$ cat config.mk
export PLATFORM = sky130hd
export DESIGN_NAME = strip_alloc_ctrl
export DESIGN_NICKNAME = d
export VERILOG_FILES = /design/src/rtl/strip_alloc_ctrl.sv
export SDC_FILE = /design/constraint.sdc
export NUM_CORES = 1
export LEC_CHECK = 0
export ABC_AREA = 0
export BUFFER_PORTS_ARGS = -buffer_cell sky130_fd_sc_hd__buf_4
export CORE_AREA = 2 2 125 152
export DETAILED_ROUTE_END_ITERATION = 6
export DIE_AREA = 0 0 127 154
export PLACE_DENSITY_LB_ADDON = 0.12
export SYNTH_ARGS = -nofsm -noshare
export SYNTH_HDL_FRONTEND = slang
export SYNTH_SLANG_ARGS = --single-unit
$ cat constraint.sdc
create_clock -name clk -period 10.3 [get_ports clk]
set_clock_uncertainty 0.05 [all_clocks]
set_input_delay 3.09 -clock clk [delete_from_list [all_inputs] [get_ports clk]]
set_output_delay 3.09 -clock clk [all_outputs]
set_load 0.02 [all_outputs]
$ cat src/rtl/strip_alloc_ctrl.sv
// strip_alloc_ctrl: allocate/free controller for the strip occupancy RAM.
// RAM entry 0 holds strip capacity and is only read; entries 1..NUM_STRIPS
// hold the used amount per strip. Occupancy is read three strips per group.
// Build option: STRIP_ALLOC_BEST_FIT_EN selects best-fit allocation (every
// group is scanned, the smallest leftover wins, ties to the lowest strip);
// when undefined, the lowest fitting strip wins (first fit).
module strip_alloc_ctrl #(
    parameter int unsigned ADDR_WIDTH = 4,
    parameter int unsigned DATA_WIDTH = 8,
    parameter int unsigned NUM_STRIPS = 13
) (
    input  logic                  clk,
    input  logic                  rst,
    input  logic                  req_valid,
    output logic                  req_ready,
    input  logic                  req_op,
    input  logic [DATA_WIDTH-1:0] req_size,
    input  logic [ADDR_WIDTH-1:0] req_strip,
    output logic                  resp_valid,
    output logic                  resp_ok,
    output logic [ADDR_WIDTH-1:0] resp_strip,
    output logic [DATA_WIDTH-1:0] resp_used,
    output logic                  ram_read_en,
    output logic [ADDR_WIDTH-1:0] ram_addr_read1,
    output logic [ADDR_WIDTH-1:0] ram_addr_read2,
    output logic [ADDR_WIDTH-1:0] ram_addr_read3,
    input  logic [DATA_WIDTH-1:0] ram_data_out1,
    input  logic [DATA_WIDTH-1:0] ram_data_out2,
    input  logic [DATA_WIDTH-1:0] ram_data_out3,
    output logic                  ram_write_en,
    output logic [ADDR_WIDTH-1:0] ram_addr_write,
    output logic [DATA_WIDTH-1:0] ram_data_in
);

    // Group base and lane addresses run past NUM_STRIPS, so they carry one extra bit.
    localparam int unsigned GW    = ADDR_WIDTH + 1;
    // Occupancy sums are formed one bit wider so used+size never wraps.
    localparam int unsigned SW    = DATA_WIDTH + 1;
    localparam int unsigned LANES = 3;
    localparam logic [GW-1:0] LAST_STRIP = GW'(NUM_STRIPS);
    localparam logic [GW-1:0] FIRST_BASE = GW'(1);
    localparam logic [GW-1:0] GROUP_STEP = GW'(LANES);

    typedef enum logic [2:0] {
        S_IDLE,
        S_CAP_RD,
        S_CAP_WT,
        S_RD,
        S_EVAL,
        S_ADV,
        S_WRITE,
        S_RESP
    } state_t;

    state_t                  state_q;
    logic                    op_q;
    logic [DATA_WIDTH-1:0]   size_q;
    logic [ADDR_WIDTH-1:0]   strip_q;
    logic [GW-1:0]           g_q;
    logic [DATA_WIDTH-1:0]   cap_q;
    logic                    cap_valid_q;
    logic                    found_q;
    logic [ADDR_WIDTH-1:0]   sel_strip_q;
    logic [DATA_WIDTH-1:0]   sel_used_q;
`ifdef STRIP_ALLOC_BEST_FIT_EN
    logic [SW-1:0]           best_left_q;
`endif

    logic                    req_ready_q;
    logic                    resp_valid_q;
    logic                    resp_ok_q;
    logic [ADDR_WIDTH-1:0]   resp_strip_q;
    logic [DATA_WIDTH-1:0]   resp_used_q;
    logic                    rd_en_q;
    logic [ADDR_WIDTH-1:0]   rd_addr_q [LANES];
    logic                    wr_en_q;
    logic [ADDR_WIDTH-1:0]   wr_addr_q;
    logic [DATA_WIDTH-1:0]   wr_data_q;

    logic [DATA_WIDTH-1:0]   rd_data_c   [LANES];
    logic [GW-1:0]           lane_addr_c [LANES];
    logic [SW-1:0]           lane_sum_c  [LANES];
    logic [LANES-1:0]        lane_fit_c;
    logic                    any_fit_c;
    logic [GW-1:0]           pick_addr_c;
    logic [SW-1:0]           pick_sum_c;
`ifdef STRIP_ALLOC_BEST_FIT_EN
    logic [SW-1:0]           lane_left_c [LANES];
    logic [SW-1:0]           pick_left_c;
    logic                    take_best_c;
`endif
    logic [DATA_WIDTH-1:0]   free_new_c;
    logic [GW-1:0]           g_next_c;

    assign req_ready      = req_ready_q;
    assign resp_valid     = resp_valid_q;
    assign resp_ok        = resp_ok_q;
    assign resp_strip     = resp_strip_q;
    assign resp_used      = resp_used_q;
    assign ram_read_en    = rd_en_q;
    assign ram_addr_read1 = rd_addr_q[0];
    assign ram_addr_read2 = rd_addr_q[1];
    assign ram_addr_read3 = rd_addr_q[2];
    assign ram_write_en   = wr_en_q;
    assign ram_addr_write = wr_addr_q;
    assign ram_data_in    = wr_data_q;

    // RAM read address of one lane of a group; lanes past the last strip read 0.
    function automatic logic [ADDR_WIDTH-1:0] lane_ram_addr(input logic [GW-1:0] base,
                                                            input int lane);
        logic [GW-1:0] a;
        a = base + GW'(lane);
        return (a <= LAST_STRIP) ? ADDR_WIDTH'(a) : '0;
    endfunction

    // Lane evaluation: fit test per lane, pick the winning lane of this group.
    always_comb begin
        rd_data_c[0] = ram_data_out1;
        rd_data_c[1] = ram_data_out2;
        rd_data_c[2] = ram_data_out3;
        any_fit_c    = 1'b0;
        pick_addr_c  = '0;
        pick_sum_c   = '0;
`ifdef STRIP_ALLOC_BEST_FIT_EN
        pick_left_c  = '0;
`endif
        for (int i = 0; i < int'(LANES); i++) begin
            lane_addr_c[i] = g_q + GW'(i);
            lane_sum_c[i]  = SW'(rd_data_c[i]) + SW'(size_q);
            lane_fit_c[i]  = (lane_addr_c[i] <= LAST_STRIP) && (lane_sum_c[i] <= SW'(cap_q));
`ifdef STRIP_ALLOC_BEST_FIT_EN
            lane_left_c[i] = SW'(cap_q) - lane_sum_c[i];
            if (lane_fit_c[i] && (!any_fit_c || (lane_left_c[i] < pick_left_c))) begin
                any_fit_c   = 1'b1;
                pick_addr_c = lane_addr_c[i];
                pick_sum_c  = lane_sum_c[i];
                pick_left_c = lane_left_c[i];
            end
`else
            if (lane_fit_c[i] && !any_fit_c) begin
                any_fit_c   = 1'b1;
                pick_addr_c = lane_addr_c[i];
                pick_sum_c  = lane_sum_c[i];
            end
`endif
        end
`ifdef STRIP_ALLOC_BEST_FIT_EN
        take_best_c = any_fit_c && (!found_q || (pick_left_c < best_left_q));
`endif
        free_new_c = (ram_data_out1 > size_q) ? (ram_data_out1 - size_q) : '0;
        g_next_c   = g_q + GROUP_STEP;
    end

    // Control FSM with registered RAM and response outputs.
    always_ff @(posedge clk) begin
        if (rst) begin
            state_q      <= S_IDLE;
            op_q         <= 1'b0;
            size_q       <= '0;
            strip_q      <= '0;
            g_q          <= '0;
            cap_q        <= '0;
            cap_valid_q  <= 1'b0;
            found_q      <= 1'b0;
            sel_strip_q  <= '0;
            sel_used_q   <= '0;
`ifdef STRIP_ALLOC_BEST_FIT_EN
            best_left_q  <= '0;
`endif
            req_ready_q  <= 1'b1;
            resp_valid_q <= 1'b0;
            resp_ok_q    <= 1'b0;
            resp_strip_q <= '0;
            resp_used_q  <= '0;
            rd_en_q      <= 1'b0;
            for (int i = 0; i < int'(LANES); i++) begin
                rd_addr_q[i] <= '0;
            end
            wr_en_q      <= 1'b0;
            wr_addr_q    <= '0;
            wr_data_q    <= '0;
        end else begin
            case (state_q)
                S_IDLE: begin
                    if (req_valid) begin
                        req_ready_q <= 1'b0;
                        op_q        <= req_op;
                        size_q      <= req_size;
                        strip_q     <= req_strip;
                        found_q     <= 1'b0;
                        if ((req_size == '0) ||
                            (req_op && ((req_strip == '0) || (GW'(req_strip) > LAST_STRIP)))) begin
                            resp_valid_q <= 1'b1;
                            resp_ok_q    <= 1'b0;
                            resp_strip_q <= '0;
                            resp_used_q  <= '0;
                            state_q      <= S_RESP;
                        end else if (req_op) begin
                            rd_en_q <= 1'b1;
                            for (int i = 0; i < int'(LANES); i++) begin
                                rd_addr_q[i] <= req_strip;
                            end
                            state_q <= S_RD;
                        end else if (!cap_valid_q) begin
                            rd_en_q <= 1'b1;
                            for (int i = 0; i < int'(LANES); i++) begin
                                rd_addr_q[i] <= '0;
                            end
                            state_q <= S_CAP_RD;
                        end else begin
                            g_q     <= FIRST_BASE;
                            rd_en_q <= 1'b1;
                            for (int i = 0; i < int'(LANES); i++) begin
                                rd_addr_q[i] <= lane_ram_addr(FIRST_BASE, i);
                            end
                            state_q <= S_RD;
                        end
                    end
                end

                S_CAP_RD: begin
                    rd_en_q <= 1'b0;
                    state_q <= S_CAP_WT;
                end

                S_CAP_WT: begin
                    cap_q       <= ram_data_out1;
                    cap_valid_q <= 1'b1;
                    g_q         <= FIRST_BASE;
                    rd_en_q     <= 1'b1;
                    for (int i = 0; i < int'(LANES); i++) begin
                        rd_addr_q[i] <= lane_ram_addr(FIRST_BASE, i);
                    end
                    state_q <= S_RD;
                end

                S_RD: begin
                    rd_en_q <= 1'b0;
                    for (int i = 0; i < int'(LANES); i++) begin
                        rd_addr_q[i] <= '0;
                    end
                    state_q <= S_EVAL;
                end

                S_EVAL: begin
                    if (op_q) begin
                        found_q     <= 1'b1;
                        sel_strip_q <= strip_q;
                        sel_used_q  <= free_new_c;
                        wr_en_q     <= 1'b1;
                        wr_addr_q   <= strip_q;
                        wr_data_q   <= free_new_c;
                        state_q     <= S_WRITE;
                    end else begin
`ifdef STRIP_ALLOC_BEST_FIT_EN
                        if (take_best_c) begin
                            found_q     <= 1'b1;
                            sel_strip_q <= ADDR_WIDTH'(pick_addr_c);
                            sel_used_q  <= DATA_WIDTH'(pick_sum_c);
                            best_left_q <= pick_left_c;
                        end
                        state_q <= S_ADV;
`else
                        if (any_fit_c) begin
                            found_q     <= 1'b1;
                            sel_strip_q <= ADDR_WIDTH'(pick_addr_c);
                            sel_used_q  <= DATA_WIDTH'(pick_sum_c);
                            wr_en_q     <= 1'b1;
                            wr_addr_q   <= ADDR_WIDTH'(pick_addr_c);
                            wr_data_q   <= DATA_WIDTH'(pick_sum_c);
                            state_q     <= S_WRITE;
                        end else begin
                            state_q <= S_ADV;
                        end
`endif
                    end
                end

                // Step to the next group, or close the scan with the best candidate.
                S_ADV: begin
                    g_q <= g_next_c;
                    if (g_next_c <= LAST_STRIP) begin
                        rd_en_q <= 1'b1;
                        for (int i = 0; i < int'(LANES); i++) begin
                            rd_addr_q[i] <= lane_ram_addr(g_next_c, i);
                        end
                        state_q <= S_RD;
                    end else begin
                        wr_en_q   <= found_q;
                        wr_addr_q <= found_q ? sel_strip_q : '0;
                        wr_data_q <= found_q ? sel_used_q : '0;
                        state_q   <= S_WRITE;
                    end
                end

                S_WRITE: begin
                    wr_en_q      <= 1'b0;
                    wr_addr_q    <= '0;
                    wr_data_q    <= '0;
                    resp_valid_q <= 1'b1;
                    resp_ok_q    <= found_q;
                    resp_strip_q <= found_q ? sel_strip_q : '0;
                    resp_used_q  <= found_q ? sel_used_q : '0;
                    state_q      <= S_RESP;
                end

                S_RESP: begin
                    resp_valid_q <= 1'b0;
                    req_ready_q  <= 1'b1;
                    state_q      <= S_IDLE;
                end

                default: begin
                    state_q <= S_IDLE;
                end
            endcase
        end
    end

endmodule

==> results.toml <==
[power]
powerDensity_mw_per_mm2 = 186
peakVddDrop_uv = 89.7
clkPwrFrac = 0.267
p_leak_nw = 2.90
switchingPower_w = 0.000558
p_sw_frac = 0.416
internal-power_w = 0.000785
p_seq_frac = 0.296
comb_power_share = 0.437

[detailed_routing]
drc_errors = 0
wl_per_cell_um = 18.2
routed_wl_um = 19000
drtPass1Iterations = 5
ant_nets = 0
via_count = 5787
vias_per_cell = 5.55
dr.first_iter.drc_count = 364

[sta]
period_minus_slack_ps = 7680
fmax_mhz = 130
finalHoldViolations = 0
period_share = 0.746
setup_ws_ps = 2620
fin_setup_tns_ps = 0
worstMarginPinSlew_ps = 1110
slew_viol_final = 0
setup_viol = 0
relSlewSlack = 0.261
rsz0062_at_grt = "false"
holdWs_ps = 412

[synthesis]
yosys-top-cells-count = "76 x nor2_1, 74 x a21oi_1, 72 x dfxtp_1, 69 x ha_1, 65 x nand2_1"
yosysMostFrequentCell = "nor2_1"
yosysTopAreaCellShare = 0.232
synth_edf_count = 12
seq_area_frac_synth = 0.290
syn_inst = 762
ys_top_cells_by_area = "dfxtp_1 23%, ha_1 14%, a21oi_1 6.0%"
ys_warn_count = 0
ys_dominant_reg_cell = "dfxtp_1"
synth_nets = 875
syn_avg_cell_area_um2 = 8.16
yosysTopAreaCell = "dfxtp_1"
ys_types = 77
syn_area_mm2 = 0.00622
async_reset_ff_frac = 0
ys_ff_latch = 84

[global_route]
use_met3 = 0.0205
grt-ovfl-total = 0
grt_max_degree = 58
antenna_found_initial = 0
grt_pass1_wl_um = 30400
use_met1 = 0.248
busiest_layer = "met2"
grt_use_met2 = 0.343
grtUsageTotal = 0.196
grt_pass1_vias = 5490

[worst_setup_path]
cp_top_family = "simple AND/OR/NAND/NOR gates"
critPathMaxFanout = 17
critPathMaxStageDelay_ps = 890
cp.required_ps = 10510
cp_data_arrival_time_ps = 7890
critPathLaunchType = "input port"
cp-end-kind = "flip-flop"
crit_chain = "buf_4 > ha_1 > fa_1 > a211oi_1 > nor2_1 > o21a_1 > nor2_1 > xor2_1 > inv_1 > ha_1 > a211oi_1 > o211ai_1 > o211ai_1 > nand4_1 > nand4_2 > nor2b_1 > o21ai_0 > o221a_2"
crit_type = "input port to flip-flop"
cpMaxStageDelayCell = "nor2b_1"
crit_buf_inv = 2

[floorplan]
io_pins = 81
core_mm2 = 0.0180
die_area_mm2 = 0.0196
num_rows = 54
start_util = 0.346
die_h_um = 154
die_w_um = 127

[place]
gp_congestion = 0.907
pre_cts_ws_ps = 2220
dpl.hpwl_um = 14700
io_buffers = 80

[clock_tree]
cts_buffer_depth = 2
postCtsSetupBuffers = 0
cts_resized = 0
cts_sinks = 84
htreeDepth = 3
cts_buffers = 9
cts.clk_slew.worst_paths_ps = 80
ctsHoldBuffers = 0
clkLatencyLatePin_ps = 360
cts_tree = "built"
cts_root_buf = "clkbuf_16"

[status]
status = "complete, no violations"

[flow_run]
cap_violations = 0

[final_layout]
antennaDiodeCount = 0
syn2layout_area_growth_pct = 16.4
drive_above_1_share = 0.148
layout.nets = 927

[hold_path]
hp-class = "flip-flop to flip-flop"
[cell type report]
class	count	area, um2
clock buffers	9	225
multi-input cells	587	4030
inverters	48	180
repair buffers	84	631
flip-flops and latches	84	1800
fillers	1896	10700
clock inverters	7	93.8
well taps	224	280
[power by group through the flow]
stage               Combinational [W]  Sequential, W  Clock (W)
floorplan                    0.000415       0.000411          0
global placement             0.000571       0.000404          0
detailed placement           0.000582       0.000405          0
CTS                          0.000586       0.000398   0.000366
global route                 0.000647       0.000402   0.000379
finish                       0.000587       0.000397   0.000359
[final timing paths]
path / cells after the start / slack, ps / end / from
setup / recovery: 18 / 2620 / sel_used_q[0] / ram_data_out3[0]
hold / removal: 2 / 410 / strip_q[0] / strip_q[0]
setup reg to reg: 17 / 5070 / sel_used_q[0] / size_q[0]
hold reg to reg: 2 / 410 / strip_q[0] / strip_q[0]
[placed cells by master, fill, tap and decap left out, types with 3 or more instances in the layout]
cell / n
nand4_1: 7
buf_4: 84
nand2_1: 65
or3_1: 11
o21ai_0: 46
a221oi_1: 3
clkbuf_16: 9
inv_8: 3
or4_1: 3
a21oi_1: 74
o41ai_1: 3
nor4_1: 3
xor2_1: 9
o31a_1: 3
inv_1: 47
a211o_1: 5
nor3_1: 18
and3_1: 4
nor2b_1: 8
nand3_1: 13
o221ai_1: 6
o21a_1: 6
fa_1: 4
edfxtp_1: 12
a311oi_1: 3
nand2b_1: 6
nor3b_1: 9
o31ai_1: 4
a21o_1: 5
xnor2_1: 21
nor2_1: 76
ha_1: 69
a31oi_1: 12
and2_1: 3
dfxtp_1: 72
o211ai_1: 7
a211oi_1: 16
a22oi_1: 17
a32oi_1: 4
[stage by stage]
step	cells	util	area (um2)	power (W)
floorplan	762	-	6220	0.000826
global placement	1027	0.385	6920	0.000975
detailed placement	1027	0.385	6920	0.000988
CTS	1043	0.403	7240	0.00135
global route	1043	0.403	7240	0.00143
finish	1043	0.403	7240	0.00134
[worst reg2reg max path, stage by stage (launching register included)]
cell and delay, ps:
dfxtp_1 370, ha_1 230, fa_1 430, a211oi_1 250
nor2_1 120, o21a_1 180, nor2_1 110, xor2_1 270
inv_1 80, ha_1 290, a211oi_1 290, o211ai_1 150
o211ai_1 230, nand4_1 410, nand4_2 300, nor2b_1 890
o21ai_0 210, o221a_2 280
[kinds of logic after synthesis]
| kind of cell | after synthesis | share of synthesized area |
|---|---|---|
| AO/OA/AOI/OAI | 242 | 0.263 |
| XOR/XNOR | 31 | 0.0449 |
| adder cells (fa/ha/maj) | 73 | 0.152 |
| buffers and inverters | 91 | 0.0634 |
| flip-flops | 84 | 0.290 |
| multiplexers | 1 | 0.00161 |
| AND/OR/NAND/NOR | 240 | 0.186 |
[state kept, by name, indices dropped and copies added, names as in the netlist]
| signal | count |
|---|---|
| rd_addr_q | 12 |
| cap_q | 8 |
| ram_data_in | 8 |
| resp_used | 8 |
| sel_used_q | 8 |
| size_q | 8 |
| g_q | 5 |
| ram_addr_write | 4 |
| resp_strip | 4 |
| sel_strip_q | 4 |
| strip_q | 4 |
| state_q | 3 |
| cap_valid_q | 1 |
| found_q | 1 |
| op_q | 1 |
| ram_read_en | 1 |
| ram_write_en | 1 |
| req_ready | 1 |
| resp_ok | 1 |
| resp_valid | 1 |
[metal layers]
metal	share of wire	vias up
met2	0.50	137
met5	0	-
met3	0.031	23
met1	0.45	2747
li1	-	2880
met4	0.022	0
Note: power is estimated with default switching activity, not from simulation.
